--- src/rtl/cdm8_err_meter.sv ---
// ============================================================================
// Module : cdm8_err_meter
// Error statistics accumulator for the cdm8 approximate multipliers.
// Build option: define CDM_ERR_SQ_EN to enable the squared-error sum.
// Rev    : 1.0
// ============================================================================
`default_nettype none

module cdm8_err_meter #(
    parameter int WIDTH       = 8,
    parameter int NUM_SAMPLES = 65536,
    parameter int CNT_W       = 17
) (
    input  logic                     clk,
    input  logic                     rst_n,
    input  logic                     clear,
    input  logic                     start,
    input  logic                     in_valid,
    output logic                     in_ready,
    input  logic [WIDTH-1:0]         in_a,
    input  logic [WIDTH-1:0]         in_b,
    input  logic [2*WIDTH-1:0]       in_r,
    output logic [CNT_W-1:0]         sample_cnt,
    output logic [CNT_W-1:0]         err_cnt,
    output logic [2*WIDTH+CNT_W-1:0] err_sum,
    output logic [2*WIDTH-1:0]       err_max,
    output logic [WIDTH-1:0]         max_a,
    output logic [WIDTH-1:0]         max_b,
    output logic [4*WIDTH+CNT_W-1:0] err_sq_sum,
    output logic                     busy,
    output logic                     done
);

    localparam int PW = 2 * WIDTH;
    localparam int SW = PW + CNT_W;
    localparam int QW = 2 * PW + CNT_W;
    localparam logic [CNT_W-1:0] C_LAST = CNT_W'(NUM_SAMPLES - 1);

    typedef enum logic [1:0] {
        ST_IDLE  = 2'd0,
        ST_RUN   = 2'd1,
        ST_DRAIN = 2'd2,
        ST_DONE  = 2'd3
    } state_t;

    state_t             r_state;
    logic               r_in_ready;
    logic               r_busy;
    logic               r_done;
    logic [CNT_W-1:0]   r_sample_cnt;

    logic               r_s0_valid;
    logic [WIDTH-1:0]   r_s0_a;
    logic [WIDTH-1:0]   r_s0_b;
    logic [PW-1:0]      r_s0_r;

    logic               r_s1_valid;
    logic [WIDTH-1:0]   r_s1_a;
    logic [WIDTH-1:0]   r_s1_b;
    logic [PW-1:0]      r_s1_r;
    logic [PW-1:0]      r_s1_exact;

    logic [CNT_W-1:0]   r_err_cnt;
    logic [SW-1:0]      r_err_sum;
    logic [PW-1:0]      r_err_max;
    logic [WIDTH-1:0]   r_max_a;
    logic [WIDTH-1:0]   r_max_b;

    logic               w_accept;
    logic               w_start_run;
    logic [PW-1:0]      w_exact;
    logic [PW-1:0]      w_ed;
    logic               w_is_err;

    assign w_accept    = in_valid && r_in_ready && !clear;
    assign w_start_run = !clear && start && (r_state == ST_IDLE || r_state == ST_DONE);
    assign w_exact     = {{WIDTH{1'b0}}, r_s0_a} * {{WIDTH{1'b0}}, r_s0_b};
    assign w_ed        = (r_s1_r >= r_s1_exact) ? (r_s1_r - r_s1_exact) : (r_s1_exact - r_s1_r);
    assign w_is_err    = (w_ed != '0);

    // Control FSM; DRAIN ends once both pipeline valid bits have emptied.
    always_ff @(posedge clk or negedge rst_n) begin
        if (!rst_n) begin
            r_state      <= ST_IDLE;
            r_in_ready   <= 1'b0;
            r_busy       <= 1'b0;
            r_done       <= 1'b0;
            r_sample_cnt <= '0;
        end else if (clear) begin
            r_state      <= ST_IDLE;
            r_in_ready   <= 1'b0;
            r_busy       <= 1'b0;
            r_done       <= 1'b0;
            r_sample_cnt <= '0;
        end else begin
            case (r_state)
                ST_IDLE, ST_DONE: begin
                    if (start) begin
                        r_state      <= ST_RUN;
                        r_in_ready   <= 1'b1;
                        r_busy       <= 1'b1;
                        r_done       <= 1'b0;
                        r_sample_cnt <= '0;
                    end
                end
                ST_RUN: begin
                    if (w_accept) begin
                        r_sample_cnt <= r_sample_cnt + 1'b1;
                        if (r_sample_cnt == C_LAST) begin
                            r_state    <= ST_DRAIN;
                            r_in_ready <= 1'b0;
                        end
                    end
                end
                ST_DRAIN: begin
                    if (!r_s0_valid && !r_s1_valid) begin
                        r_state <= ST_DONE;
                        r_busy  <= 1'b0;
                        r_done  <= 1'b1;
                    end
                end
                default: begin
                    r_state    <= ST_IDLE;
                    r_in_ready <= 1'b0;
                    r_busy     <= 1'b0;
                    r_done     <= 1'b0;
                end
            endcase
        end
    end

    always_ff @(posedge clk or negedge rst_n) begin
        if (!rst_n) begin
            r_s0_valid <= 1'b0;
            r_s0_a     <= '0;
            r_s0_b     <= '0;
            r_s0_r     <= '0;
            r_s1_valid <= 1'b0;
            r_s1_a     <= '0;
            r_s1_b     <= '0;
            r_s1_r     <= '0;
            r_s1_exact <= '0;
        end else if (clear) begin
            r_s0_valid <= 1'b0;
            r_s1_valid <= 1'b0;
        end else begin
            r_s0_valid <= w_accept;
            if (w_accept) begin
                r_s0_a <= in_a;
                r_s0_b <= in_b;
                r_s0_r <= in_r;
            end
            r_s1_valid <= r_s0_valid;
            if (r_s0_valid) begin
                r_s1_a     <= r_s0_a;
                r_s1_b     <= r_s0_b;
                r_s1_r     <= r_s0_r;
                r_s1_exact <= w_exact;
            end
        end
    end

    // Strict comparison keeps the operands of the earliest maximum on ties.
    always_ff @(posedge clk or negedge rst_n) begin
        if (!rst_n) begin
            r_err_cnt <= '0;
            r_err_sum <= '0;
            r_err_max <= '0;
            r_max_a   <= '0;
            r_max_b   <= '0;
        end else if (clear || w_start_run) begin
            r_err_cnt <= '0;
            r_err_sum <= '0;
            r_err_max <= '0;
            r_max_a   <= '0;
            r_max_b   <= '0;
        end else if (r_s1_valid) begin
            r_err_cnt <= r_err_cnt + {{(CNT_W-1){1'b0}}, w_is_err};
            r_err_sum <= r_err_sum + SW'(w_ed);
            if (w_ed > r_err_max) begin
                r_err_max <= w_ed;
                r_max_a   <= r_s1_a;
                r_max_b   <= r_s1_b;
            end
        end
    end

`ifdef CDM_ERR_SQ_EN
    logic [QW-1:0]   r_err_sq_sum;
    logic [2*PW-1:0] w_ed_sq;

    assign w_ed_sq = {{PW{1'b0}}, w_ed} * {{PW{1'b0}}, w_ed};

    always_ff @(posedge clk or negedge rst_n) begin
        if (!rst_n) begin
            r_err_sq_sum <= '0;
        end else if (clear || w_start_run) begin
            r_err_sq_sum <= '0;
        end else if (r_s1_valid) begin
            r_err_sq_sum <= r_err_sq_sum + QW'(w_ed_sq);
        end
    end

    assign err_sq_sum = r_err_sq_sum;
`else
    assign err_sq_sum = '0;
`endif

    assign in_ready   = r_in_ready;
    assign busy       = r_busy;
    assign done       = r_done;
    assign sample_cnt = r_sample_cnt;
    assign err_cnt    = r_err_cnt;
    assign err_sum    = r_err_sum;
    assign err_max    = r_err_max;
    assign max_a      = r_max_a;
    assign max_b      = r_max_b;

endmodule

`default_nettype wire

--- config.mk ---
export PLATFORM = sky130hd
export DESIGN_NAME = cdm8_err_meter
export DESIGN_NICKNAME = d
export VERILOG_FILES = /design/src/rtl/cdm8_err_meter.sv
export SDC_FILE = /design/constraint.sdc
export NUM_CORES = 1
export LEC_CHECK = 0
export CAP_MARGIN = 20
export CORE_AREA = 4 4 237 123
export CTS_BUF_LIST = sky130_fd_sc_hd__clkbuf_8
export DETAILED_ROUTE_END_ITERATION = 16
export DIE_AREA = 0 0 241 127
export PLACE_DENSITY = 0.78
export SLEW_MARGIN = 0
export SYNTH_ARGS = -nofsm -noshare
export SYNTH_HDL_FRONTEND = slang
export SYNTH_SLANG_ARGS = --single-unit
--- constraint.sdc ---
create_clock -name clk -period 4.8 [get_ports clk]
set_input_delay 1.44 -clock clk [delete_from_list [all_inputs] [get_ports clk]]
set_output_delay 1.44 -clock clk [all_outputs]
set_load 0.03 [all_outputs]
# After elaboration in Yosys (flattened, before gate mapping)
# Index checks and enable logic that the tools add are counted.
op_classes:
  addsub: 5
  multipliers: 1
  n_lt_le_gt_ge: 2
  n_eq_ne: 8
  muxes: 38
  bitwise: 1
  reduce_logical: 24
op_table:
  columns: ["operator", "n"]
  rows:
  - ["17-bit 2-to-1 mux", 5]
  - ["33-bit 2-to-1 mux", 2]
  - ["16-bit 2-to-1 mux", 4]
  - ["8-bit 2-to-1 mux", 6]
  - ["17-bit one-hot mux with 2 select lines", 1]
  - ["33-bit by 16-bit adder with 33-bit output", 1]
  - ["16-bit subtractor", 2]
  - ["17-bit by 1-bit adder with 17-bit output", 1]
  - ["17-bit by 1-bit adder with 17-bit output, second input constant", 1]
  - ["17-bit by 16-bit equality test with 1-bit output, second input constant", 1]
  - ["16-bit greater-or-equal comparator", 1]
  - ["16-bit > comparator", 1]
  - ["8-bit by 8-bit multiplier with 16-bit output", 1]
  - ["16-bit nonzero test", 1]
  - ["3-bit inequality test, second input constant", 4]
  - ["1-bit 2-to-1 mux", 11]
  - ["2-bit 2-to-1 mux", 5]
  - ["4-bit AND reduction", 2]
  - ["1-bit one-hot mux with 2 select lines", 3]
  - ["2-bit one-hot mux with 3 select lines", 1]
  - ["2-bit AND reduction", 3]
  - ["3-bit AND reduction", 2]
  - ["3-bit nonzero test", 2]
  - ["1-bit logical AND", 5]
  - ["8 further kinds", 13]
word_totals:
  reg_bits: 186
  out_inout_bits: 151
  word_cells: 98

# Longest topological paths before layout
depth:
  word_depth: 6
  ltp_mapped: 26
  depth_no_buf: 23

# Least setup slack after synthesis
# OpenSTA, ideal clock, no wires.
synth_timing:
  path_kind: "register to register"
  start: "reg r_s1_r[0]"
  end: "reg r_err_cnt[16], in the netlist err_cnt[16]"
  arrival_ns: 4.551
  t_required_ns: 4.668
  slack_ns: 0.117
  stages_incl_launch_ff: 22
  path_buffers: 1
  path_cell_list: "dfrtp_1 > inv_1 > ha_1 > inv_1 > fa_1 > nand3_1 > nand2_2 > o211ai_2 > nand2_2 > buf_6 > mux2i_4 > xnor2_1 > or4_1 > or4_1 > nor4b_1 > or4b_1 > ha_1 > ha_1 > and3_1 > nand4_1 > xor2_1 > nor2_1"
synth_via:
  elab_chain_cells: 6
  word_cells_on_any_way: 8
  cone_classes: "3 x add/sub; 1 x order compare; 3 x mux; 1 x reduce/logical"
synth_rtl:
  columns: ["item", "line_no", "rtl"]
  rows:
  - ["from (decl)", "60", "logic [PW-1:0] r_s1_r;"]
  - ["from (signal assigned)", "157", "r_s1_r <= r_s0_r;"]
  - ["16-bit subtractor / 16-bit greater-or-equal comparator (equally long branches)", "78", "assign w_ed = (r_s1_r >= r_s1_exact) ? (r_s1_r - r_s1_exact) : (r_s1_exact - r_s1_r);"]
  - ["16-bit 2-to-1 mux *", "78", null]
  - ["16-bit nonzero test *", "79", "assign w_is_err = (w_ed != '0);"]
  - ["17-bit by 1-bit adder with 17-bit output *", "178", "r_err_cnt <= r_err_cnt + {{(CNT_W-1){1'b0}}, w_is_err};"]
  - ["17-bit 2-to-1 mux *", "177", "end else if (r_s1_valid) begin"]
  - ["17-bit 2-to-1 mux *", "171", "end else if (clear || w_start_run) begin"]
  - ["to (signal assigned)", "178", null]
  - ["to (decl)", "63", "logic [CNT_W-1:0] r_err_cnt;"]
# Every way passes the cells marked *; elsewhere a longest branch is shown, timed or not. The select of a mux whose other input is x is not followed.
# A chain may end at the register's enable or synchronous reset.

# Final worst setup path
layout_timing:
  start: "reg r_s1_r[9]"
  end: "reg r_err_cnt[16], in the netlist err_cnt[16]"
# Same word-level chain as after synthesis.

==> results.md <==
* Sequential share of the synthesized area at 0.360
* Syn Inst Count at 1,493
* Worst Max-Slew Pin Slew at 0.811 ns
* Final hold slack at 0.483 ns
* Async S/R FF share, synth at 1.00
* Total detailed-routing wirelength at 37,300 µm
* DR pass1 iterations at 5
* Hpwl dp at 29,100 µm
* Final WS setup at 0.0673 ns
* Initial antenna violation count at 0
* DR vias at 11.1k
* CP endpoint kind: register
* Core ar. at 27,200 µm²
* Min cycle time layout at 4.73 ns
* Clk buf depth at 2
* Area leader, netlist: dfrtp_1
* Die W at 241 µm
* Netlist cell types at 73
* CTS H-tree depth at 4
* Iteration-0 DRC Markers at 1,001
* Yosys warns at 0
* Post-synth top flop: dfrtp_1
* Synth top area cells: dfrtp_1 (36%), ha_1 (10%), nand2_1 (9.2%)
* Global-route wire length before repair at 58,500 µm
* Outcome: complete, no violations
* RSZ-0062 raised after global routing: yes
* Final RePlAce weighted congestion at 0.957
* DR WL/cell at 17.7 µm
* Full die area at 30,600 µm²
* Clock Skews at 0.0224 ns
* CP Max Fanout at 5
* Cell Rows at 43
* Starting Density at 0.474
* Clock Sinks at 186
* M3 GR Usage at 0.0649
* Final Cycle Share at 0.986
* Nets at 1,913
* Mapped cell area at 12,900 µm²
* CTS clk-pin slew, worst paths at 0.10 ns
* Num CTS Buffers at 17
* Final hold vios at 0
* CTS tree: built
* Largest net degree at the start of global routing at 103
* GRT met2 Usage at 0.326
* CP arrival at 5.15 ns
* Post-route ant nets at 0
* Max Freq at 211 MHz
* Startpoint types: register
* DP Worst Slack at -0.222 ns
* Total grt overflow at 0
* Number of synthesized register bits at 186
* Hold WC Path Type: register to register
* Area share of the largest cell type after synthesis at 0.360
* Fillers at 2,291
* Final setup viols at 0
* Ant. Diodes at 0
* Most used routing layer: met1
* CTS hold repair buffers at 0
* Critical path class: register to register
* Slew HR at 0.459
* Vias in the first global route at 10.5k
* Ratio of cells with drive above 1 in the final layout at 0.162
* Number of placed I/O pins at 188
* Number of enable flip-flop cells after synthesis at 0
* Worst-Skew Late Latency at 0.52 ns
* Post-Syn Area per Cell at 8.65 µm²
* GRT Resource Usage Total at 0.243
* Met1 GRT Util at 0.391
* Max capacitance violation total at 0
* Number of vias per cell at 5.29
* Post-route DRC violation count at 0
* Worst Path Required at 5.21 ns
* CTS Root Buffer Type: clkbuf_8
* P&R area growth vs syn at 27.0%
* Port buffer count at 138
* Slew Viols, Final at 0
* Die height at 127 µm
## worst max-delay path: stages (launching register included)
cell      delay [ns]
dfrtp_1         0.40
inv_1           0.13
ha_4            0.23
buf_4           0.13
nand2_1         0.09
o21ai_4         0.08
a211oi_4        0.36
nand2_4         0.12
buf_12          0.16
mux2i_4         0.18
xnor2_2         0.14
or4_1           0.53
or4_4           0.46
nor4b_4         0.26
or4b_4          0.52
ha_4            0.19
ha_4            0.15
and3_4          0.16
nand4_1         0.10
xor2_1          0.14
nor2_1          0.06
## timing repair
| item | in CTS | in global routing |
|---|---|---|
| setup buffers | 3 | 15 |
| pin swaps | 4 | 37 |
| cloned | 1 | 1 |
| gates resized for setup | 23 | 83 |
| endpoints found under the setup margin | 55 | 66 |
| endpoints found under the hold margin | 0 | 0 |
## synthesized netlist by cell type, types with 3 or more instances
master / n
a311oi_1: 3
nor3_1: 6
nand3_1: 47
inv_1: 125
a31o_2: 3
buf_4: 49
mux2i_1: 20
a21oi_2: 4
xnor2_1: 25
o21ai_0: 93
a211oi_1: 16
o211a_1: 3
clkbuf_1: 51
o211ai_1: 4
or3_1: 11
dfrtp_1: 186
and2_1: 30
xor2_1: 50
nand2b_1: 7
a21oi_1: 53
buf_2: 6
buf_1: 8
a221o_1: 3
a21o_1: 19
a31oi_1: 4
o31ai_1: 5
fa_1: 38
nand4_1: 14
nand2_1: 317
nor2_1: 92
and3_1: 18
o21a_1: 5
a21boi_0: 3
nor2b_1: 6
and4_1: 4
ha_1: 107
o21bai_1: 4
mux2_2: 3
buf_6: 4
or2_2: 3
## metrics by stage
step | cells | cell area [µm²] | TNS [ns] | util
after floorplan | 1541 | 13100 | 0 | -
after global placement | 2050 | 15300 | -0.331 | 0.562
after detailed placement | 2051 | 15300 | -3.34 | 0.563
after CTS | 2087 | 15900 | 0 | 0.583
after global routing | 2104 | 16400 | -1.54 | 0.602
final | 2104 | 16400 | 0 | 0.602
## final timing paths
kind,slack (ns),end,cells after the start,startpoint
max,0.07,err_cnt[16],20,r_s1_r[9]
min,0.48,r_s0_r[2],2,r_s0_r[2]
max reg2reg,0.07,err_cnt[16],20,r_s1_r[9]
min reg2reg,0.48,r_s0_r[2],2,r_s0_r[2]
max in group asynchronous,2.94,r_s0_b[2],2,rst_n
min in group asynchronous,1.00,err_cnt[13],1,rst_n
## routing by layer
metal / up-vias / routed length [µm]
met5: - / 0
met2: 437 / 14900
li1: 5318 / -
met1: 5349 / 18700
met3: 27 / 3250
met4: 0 / 359
## logic make-up after synthesis
family / synth area share
AO/OA/AOI/OAI: 0.122
XOR/XNOR: 0.0526
adder cells (fa/ha/maj): 0.163
buffers and inverters: 0.0878
flip-flops: 0.360
multiplexers: 0.0199
other: 0.000290
AND/OR/NAND/NOR: 0.194
## cells in the final DEF (no fill, tap or decap), drive strengths merged, types with 4 or more instances in the layout
master           n
inv            132
a21o            19
ha             107
clkdlybuf4s50  137
mux2i           21
nand2          320
conb            49
o21a             5
o21bai           4
or3             11
o21ai           95
nand4           16
nor3             7
clkbuf          20
fa              38
o211ai           5
a211oi          17
nor2b            6
buf            149
and3            18
o31ai            5
dfrtp          186
and2            30
nand3           47
a31oi            4
clkinv           4
and4             4
xor2            50
nor2            92
xnor2           25
a21oi           58
nand2b           7
## state kept, by name, summed over array words and instances (netlist names), 16 cells and up
signal / count
err_cnt: 17
err_max: 16
err_sum: 33
r_s0_r: 16
r_s1_exact: 16
r_s1_r: 16
sample_cnt: 17
## final cells by class
cell class                      instances  area, µm²  area share
Timing Repair Buffer                  287       2640       0.161
Inverter                              125        469      0.0286
Multi-Input combinational cell       1114       7770       0.474
Sequential cell                       186       4670       0.285
Tap cell                              360        450      0.0275
Clock inverter                         13        134     0.00817
Clock buffer                           19        262      0.0160
Power is left out: the tool's default activity adds up to more than one toggle a clock period on the data nets, which glitch-free logic cannot reach.
